<file path="src/rtl/riscv_pkg.sv">
// Shared core types: data width, fetch FSM states, IF/ID bundle.
// Imported by the fetch stage and its skid buffer.
package riscv_pkg;
  localparam int XLEN = 32;

  localparam logic [XLEN-1:0] NOP_INSTR = 32'h0000_0013;
  localparam logic [XLEN-1:0] RESET_INSTR = '0;

  typedef enum logic [1:0] {
    BOOT,
    REQ,
    WAIT,
    DROP
  } fetch_state_e;

  typedef struct packed {
    logic [XLEN-1:0] instr;
    logic [XLEN-1:0] pc;
  } if_id_t;
endpackage

</file>
<file path="src/rtl/fetch_skid_buf.sv">
// Single-entry {instr, pc} holding slot used while decode is stalled.
// Priority: clear, then load, then drain.
module fetch_skid_buf
  import riscv_pkg::*;
(
  input  logic   clk,
  input  logic   rst,
  input  logic   clear,
  input  logic   load,
  input  logic   drain,
  input  if_id_t din,
  output logic   valid,
  output if_id_t dout
);

  always_ff @(posedge clk or negedge rst) begin
    if (!rst) begin
      valid <= 1'b0;
      dout  <= '0;
    end else if (clear) begin
      valid <= 1'b0;
    end else if (load) begin
      valid <= 1'b1;
      dout  <= din;
    end else if (drain) begin
      valid <= 1'b0;
    end
  end

endmodule

</file>
<file path="src/rtl/fetch_sequencer.sv">
// Fetch-stage PC owner and imem req/gnt/rvalid sequencer feeding IF/ID.
// Define FETCH_SEQ_PERF_EN to add fetch_cnt / squash_cnt outputs.
module fetch_sequencer
  import riscv_pkg::*;
#(
  parameter logic [XLEN-1:0] RESET_PC = 32'h0000_0000
) (
  input  logic            clk,
  input  logic            rst,
  output logic            imem_req,
  output logic [XLEN-1:0] imem_addr,
  input  logic            imem_gnt,
  input  logic            imem_rvalid,
  input  logic [XLEN-1:0] imem_rdata,
  input  logic            StallD,
  input  logic            PCSrcE,
  input  logic [XLEN-1:0] PCTargetE,
  output logic [XLEN-1:0] InstrD,
  output logic [XLEN-1:0] PCD,
  output logic [XLEN-1:0] PCPlus4D,
  output logic            ValidD
`ifdef FETCH_SEQ_PERF_EN
  ,
  output logic [31:0]     fetch_cnt,
  output logic [31:0]     squash_cnt
`endif
);

  fetch_state_e state, state_nx;

  logic [XLEN-1:0] pc, req_pc, tgt;
  logic fire, stage_free, rsp_ok;
  logic to_skid, drain, space, write_d;
  logic skid_valid, unused_tgt;
  if_id_t skid_q, rsp, d_nx;

  assign tgt        = {PCTargetE[XLEN-1:2], 2'b00};
  assign unused_tgt = ^PCTargetE[1:0];
  assign imem_addr  = pc;
  assign rsp        = '{instr: imem_rdata, pc: req_pc};

  assign stage_free = !ValidD || !StallD;
  assign rsp_ok     = (state == WAIT) && imem_rvalid && !PCSrcE;
  assign drain      = skid_valid && stage_free && !PCSrcE;
  // Skid drains first, so a response arriving then must park in the skid.
  assign to_skid    = rsp_ok && (!stage_free || skid_valid);
  assign write_d    = !PCSrcE && stage_free && (skid_valid || rsp_ok);
  assign d_nx       = skid_valid ? skid_q : rsp;
  assign space      = !to_skid && !(skid_valid && !drain);

  assign imem_req = ((state == REQ) && space)
                 || ((state == WAIT) && rsp_ok && space);
  assign fire = imem_req && imem_gnt;

  always_comb begin
    state_nx = state;
    unique case (state)
      BOOT: state_nx = REQ;
      REQ: begin
        if (fire) state_nx = PCSrcE ? DROP : WAIT;
      end
      WAIT: begin
        if (imem_rvalid)
          state_nx = (PCSrcE || !fire) ? REQ : WAIT;
        else if (PCSrcE)
          state_nx = DROP;
      end
      DROP: begin
        if (imem_rvalid) state_nx = REQ;
      end
      default: state_nx = BOOT;
    endcase
  end

  always_ff @(posedge clk or negedge rst) begin
    if (!rst) begin
      state  <= BOOT;
      pc     <= RESET_PC;
      req_pc <= RESET_PC;
    end else begin
      state <= state_nx;
      if (PCSrcE)    pc <= tgt;
      else if (fire) pc <= pc + XLEN'(4);
      if (fire)      req_pc <= pc;
    end
  end

  always_ff @(posedge clk or negedge rst) begin
    if (!rst) begin
      InstrD   <= RESET_INSTR;
      PCD      <= '0;
      PCPlus4D <= '0;
      ValidD   <= 1'b0;
    end else if (PCSrcE) begin
      ValidD <= 1'b0;
    end else if (stage_free) begin
      ValidD <= write_d;
      if (write_d) begin
        InstrD   <= d_nx.instr;
        PCD      <= d_nx.pc;
        PCPlus4D <= d_nx.pc + XLEN'(4);
      end
    end
  end

  fetch_skid_buf u_skid (
    .clk   (clk),
    .rst   (rst),
    .clear (PCSrcE),
    .load  (to_skid),
    .drain (drain),
    .din   (rsp),
    .valid (skid_valid),
    .dout  (skid_q)
  );

`ifdef FETCH_SEQ_PERF_EN
  logic rsp_drop;
  assign rsp_drop = imem_rvalid
                 && (((state == WAIT) && PCSrcE) || (state == DROP));

  always_ff @(posedge clk or negedge rst) begin
    if (!rst) begin
      fetch_cnt  <= '0;
      squash_cnt <= '0;
    end else begin
      fetch_cnt  <= fetch_cnt + 32'(write_d);
      squash_cnt <= squash_cnt + 32'(rsp_drop)
                  + 32'(PCSrcE && ValidD)
                  + 32'(PCSrcE && skid_valid);
    end
  end
`endif

endmodule
</file>
<file path="config.mk">
export PLATFORM = sky130hd
export DESIGN_NAME = fetch_sequencer
export DESIGN_NICKNAME = d
export VERILOG_FILES = /design/src/rtl/riscv_pkg.sv /design/src/rtl/fetch_skid_buf.sv /design/src/rtl/fetch_sequencer.sv
export SDC_FILE = /design/constraint.sdc
export NUM_CORES = 1
export LEC_CHECK = 0
export BUFFER_PORTS_ARGS = -buffer_cell sky130_fd_sc_hd__buf_4
export CAP_MARGIN = 20
export CORE_ASPECT_RATIO = 1.25
export CORE_MARGIN = 3
export CORE_UTILIZATION = 40
export DETAILED_ROUTE_END_ITERATION = 12
export SLEW_MARGIN = 0
export SYNTH_ARGS = -nofsm -noshare
export SYNTH_HDL_FRONTEND = slang
export SYNTH_SLANG_ARGS = --single-unit
export TNS_END_PERCENT = 30
</file>
<file path="constraint.sdc">
create_clock -name clk -period 4.14 [get_ports clk]
set_input_delay 0.414 -clock clk [delete_from_list [all_inputs] [get_ports clk]]
set_output_delay 0.414 -clock clk [all_outputs]
set_load 0.01 [all_outputs]
</file>
Word level (Yosys, flattened, before mapping):

Index checks and enable logic that the tools add are counted.

* word-level logic and storage cells: 67
* input bits: 70
* bits in registers: 228
* ROM bits: 0
* memory bits (writable): 0
* memories kept: 0
* latch bits: 0
* output and inout port bits: 130

* reduce and logical (&&, ||, !) cells: 33
* bitwise operators: 1
* $mul: 0
* order comparisons: 0
* shift-type cells: 0
* equality and inequality tests: 6
* muxes and demuxes: 15
* add/sub/neg operators: 2
* divide/modulo/power cells: 0

Operators with widths (count)
* adder 32 x 3 -> 32 bit (second input constant): 2
* 2-to-1 mux 32 bit: 2
* 2-to-1 mux 64 bit: 1
* logical AND 1 bit: 13
* 2-to-1 mux 2 bit: 5
* zero test 1 bit: 8
* one-hot mux 2 bit (4 select lines): 1
* 2-to-1 mux 1 bit: 6
* AND reduction 3 bit: 2
* logical OR 1 bit: 5
* == test 2 bit (second input constant): 2
* inequality test 2 bit (second input constant): 2
* nonzero test 2 bit: 2
* inequality test 3 bit (second input constant): 1
* nonzero test 3 bit: 1
* == test 2 x 1 -> 1 bit (second input constant): 1
* zero test 2 bit: 1
* AND reduction 2 bit: 1
* NOT 1 bit: 1

Logic depth before layout (Yosys ltp):

* depth after elaboration: 16
* depth in mapped cells: 11
* gate-level depth less buffers: 7

Hierarchy:

From an unflattened synthesis, not the netlist that was laid out.

* cells, all modules: 959
* area, all modules: 10882.9 um2

Modules (own cells, without submodules)
* fetch_sequencer: area an instance 8141.6 um2, cells an instance 819, times used 1
* fetch_skid_buf: area an instance 2741.4 um2, cells an instance 140, times used 1

Worst setup path after synthesis:

Ideal clock, no wire load.

* path kind: register to register
* start: reg u_skid.valid
* end: reg PCPlus4D[10]
* stages on the path, launching flop included: 12
* period minus slack after synthesis: 2428 ps
* data arrival time: 2302 ps
* path buffers: 4
* path slack: 1712 ps
* path through: dfrtp_1 buf_6 buf_8 buf_4 buf_4 mux2_2 ha_1 inv_1 a21o_1 nor2_1 xor2_1 a221o_1

RTL lines
* start: declaration: line fetch_skid_buf.sv:12 `output logic valid,`
* start signal: assignment: line fetch_skid_buf.sv:18 `valid <= 1'b0;`
* start signal: assignment: line fetch_skid_buf.sv:21 `valid <= 1'b0;`
* start signal: assignment: line fetch_skid_buf.sv:23 `valid <= 1'b1;`
* end signal: assignment: line fetch_sequencer.sv:101 `PCPlus4D <= d_nx.pc + XLEN'(4);`
* end: declaration: line fetch_sequencer.sv:20 `output logic [XLEN-1:0] PCPlus4D,`

Worst setup path in the final report:

* start: reg u_skid.valid
* end: reg pc[12] (netlist: imem_addr[12])

* longest elaborated chain between the ends: 10

Ends and longest elaborated chain
* logical AND 1 bit (2 in series): line fetch_sequencer.sv:44 `assign drain = skid_valid && stage_free && !PCSrcE;`
* zero test 1 bit: line fetch_sequencer.sv:49 `assign space = !to_skid && !(skid_valid && !drain);`
* logical AND 1 bit: line fetch_sequencer.sv:49
* zero test 1 bit: line fetch_sequencer.sv:49
* logical AND 1 bit (*): line fetch_sequencer.sv:49
* logical AND 1 bit, on equally long branches: line fetch_sequencer.sv:51, fetch_sequencer.sv:52
* logical OR 1 bit (*): line fetch_sequencer.sv:52 `|| ((state == WAIT) && rsp_ok && space);`
* logical AND 1 bit (*): line fetch_sequencer.sv:53 `assign fire = imem_req && imem_gnt;`
* nonzero test 2 bit (no line) (*)
* end signal: assignment: line fetch_sequencer.sv:82 `if (PCSrcE) pc <= tgt;`
* end signal: assignment: line fetch_sequencer.sv:83 `else if (fire) pc <= pc + XLEN'(4);`
* end: declaration: line fetch_sequencer.sv:31 `logic [XLEN-1:0] pc, req_pc, tgt;`

Every way passes the cells marked *; elsewhere a longest branch is shown, timed or not.
A chain may end at the register's enable or synchronous reset.

==> metrics <==
outcome=completed; Final #Nets=1218; commonest non-fill, non-tap cell in the layout=dfrtp_1; Area Overhead vs Synth=23.5%; maximum vdd drop=0.260 mV; Reg clk slew, reported paths=0.06 ns; I/O Pins=200; Startpoint Class=register; Overflow after GRT=0; Routed Antenna Nets=0; CP Class=register to register; Synth area leaders=dfrtp_1 (52%), mux2_2 (9.9%), mux2i_1 (5.3%); Ant. Diodes=0; CP required=4.53 ns; slew margin rel.=33.2%; TritonCTS Sinks=218; worst hold margin=0.115 ns; Clock Skews=0.0102 ns; EDFF count, synth=0; sequential element share of the synthesized area=51.7%; Cell Area, Synth=10500 µm²; Skew-Pair Late Insertion Delay=0.50 ns; complex-gate fraction of the synthesized area=12.0%; critical path peak fanout=75; Tightest Pin Transition=0.995 ns; Final HPWL DP=18400 µm; asr flop ratio synth=100%; Distinct cells, synth=76; crit path DAT=3.35 ns; DIE AREA=28400 µm²; Die Ht=188 µm; Tcrit/Tclk final=71.4%; CTS H-tree lvls=1; row count=65; Vias=7907; largest net degree at the start of global routing=97; GPL Wtd Cong=0.771; post-layout util=50.9%; CP endpoint kind=register; Main synth FF type=dfrtp_1; Pleak=5.87 nW; Fmax achieved=0.338 GHz; CTS Buf Count=23; Initial Util=41.2%; dpl ws=1.19 ns; Die X=151 µm; Root Driver=clkbuf_16; Tot GR Track Use=18.1%; Routed WL=25900 µm; CORE AREA=25600 µm²; Post-route DRC=0; final setup margin=1.18 ns; Vias/cell=5.29; Longest Clk Path Bufs=3; Initial DRT Pass Iterations=4; vias in the first global route=7917; Post-Synth Simple-Gate Area=14.4%; RSZ-0062 raised after global routing=no; synthesis-stage register bit count=218; CTS tree=built; cell taking the most area after synthesis=dfrtp_1; mux cell area share after synthesis=15.6%; Synth top area share=51.7%; total of max-cap violations=0; XOR/XNOR share of the synthesized area=2.08%; initial antenna violation count=0; worst min path class=input pin to register; Wirelength per Cell=17.3 µm; P per Cell Area=604 nW/µm²; setup tns final=0 ns; Fill cells=2357; post-cts sizing count=0; R2R Setup Slk=1.18 ns; post-layout min period=2.96 ns; most frequent cells in the layout=dfrtp_1 (217), buf_4 (198), nand2_1 (137), o21ai_0 (95), mux2_2 (93); final setup vio count=0; synth warn=0; final hold violations=0; Synth Instances=969; first-pass GRT wire length=42400 µm; largest family of logic cells by synthesized area=multiplexers; Max Slew Vio Count=0; syn_area_per_cell=10.9 µm²; Synth Area in Adders=0.593%; number of DRC markers in iteration 0=321; port bufs=191; layout cell share with drive strength beyond 1=31.1%
## worst max-delay path: stages (launching register included)
cell     delay, ns
dfrtp_4       1.00
and2b_2       0.31
mux2_4        0.33
o21ai_1       0.79
nor4_1        0.13
o31a_1        0.28
## what timing repair did
action,CTS,global route
buffers inserted,0,0
hold buffers,1,0
endpoints found under the hold margin,80,0
## final timing paths
kind / start / endpoint / cells after the start
max: u_skid.valid / imem_addr[12] / 5
min: PCTargetE[5] / imem_addr[5] / 3
max reg2reg: u_skid.valid / imem_addr[12] / 5
min reg2reg: PCD[21] / PCD[21] / 2
max in group asynchronous: rst / InstrD[28] / 3
min in group asynchronous: rst / InstrD[7] / 2
## power breakdown
group          leakage [nW]  switching, W  total (W)  internal, W
Clock                 0.376      0.000819    0.00213      0.00131
Sequential             2.78      0.000527    0.00329      0.00276
Combinational          2.71       0.00125    0.00246      0.00121
Total                  5.87       0.00260    0.00788      0.00528
## kinds of logic after synthesis
family / count (synthesis)
mux: 151
fa+ha+maj: 5
compound gates: 195
simple gates: 300
xor+xnor: 25
other cells: 1
buf+inv: 74
flops: 218
## final cells by class
cell class | count | area (µm²) | area share [%]
clock buffers | 33 | 633 | 4.86
clock inverters | 8 | 143 | 1.09
inverters | 15 | 56.3 | 0.432
multi-input cells | 682 | 4740 | 36.4
flip-flops and latches | 218 | 5460 | 41.9
well taps | 335 | 419 | 3.22
repair buffers | 203 | 1580 | 12.1
## Yosys cell counts (4+ instances only)
library cell	number
nor4_1	5
inv_1	15
and3_1	5
o31ai_1	15
o21ai_0	95
and2_1	6
xor2_1	7
mux2i_1	56
a31oi_1	20
o21ai_1	4
dfrtp_1	218
nand2b_1	4
or4_1	14
buf_2	20
a211oi_1	4
or3_1	7
mux2_2	93
nor2_1	33
nand4_1	18
nand3b_1	9
a21oi_1	7
o211ai_1	6
o21a_1	4
buf_4	12
xnor2_1	18
nand3_1	30
clkbuf_1	21
ha_1	5
nand2_1	137
nor3_1	7
a21o_1	5
o31a_1	5
## metal layers
metal  track usage (%)  up-vias  share of wire, %
met1              25.1     3819                46
li1                  -     3847                 -
met2              29.5      209                47
met3              3.02       32               5.5
met4              4.64        0               2.1
met5                 0        -                 0
## registers in the layout (all words and copies together), names as in the netlist
name,flops
ValidD,1
state,2
u_skid.dout,62
u_skid.valid,1
PCPlus4D,30
req_pc,30
PCD,30
InstrD,32
imem_addr,30
## per-stage QoR
step,total power (W),instance area [µm²],instances
3_5_place_dp,0.00582,12200,1451
5_1_grt,0.00842,13000,1494
3_3_place_gp,0.00575,12200,1451
6_report,0.00788,13000,1494
4_1_cts,0.00799,13000,1493
2_1_floorplan,0.00455,10600,974
Note: power is estimated with default switching activity, not from simulation.
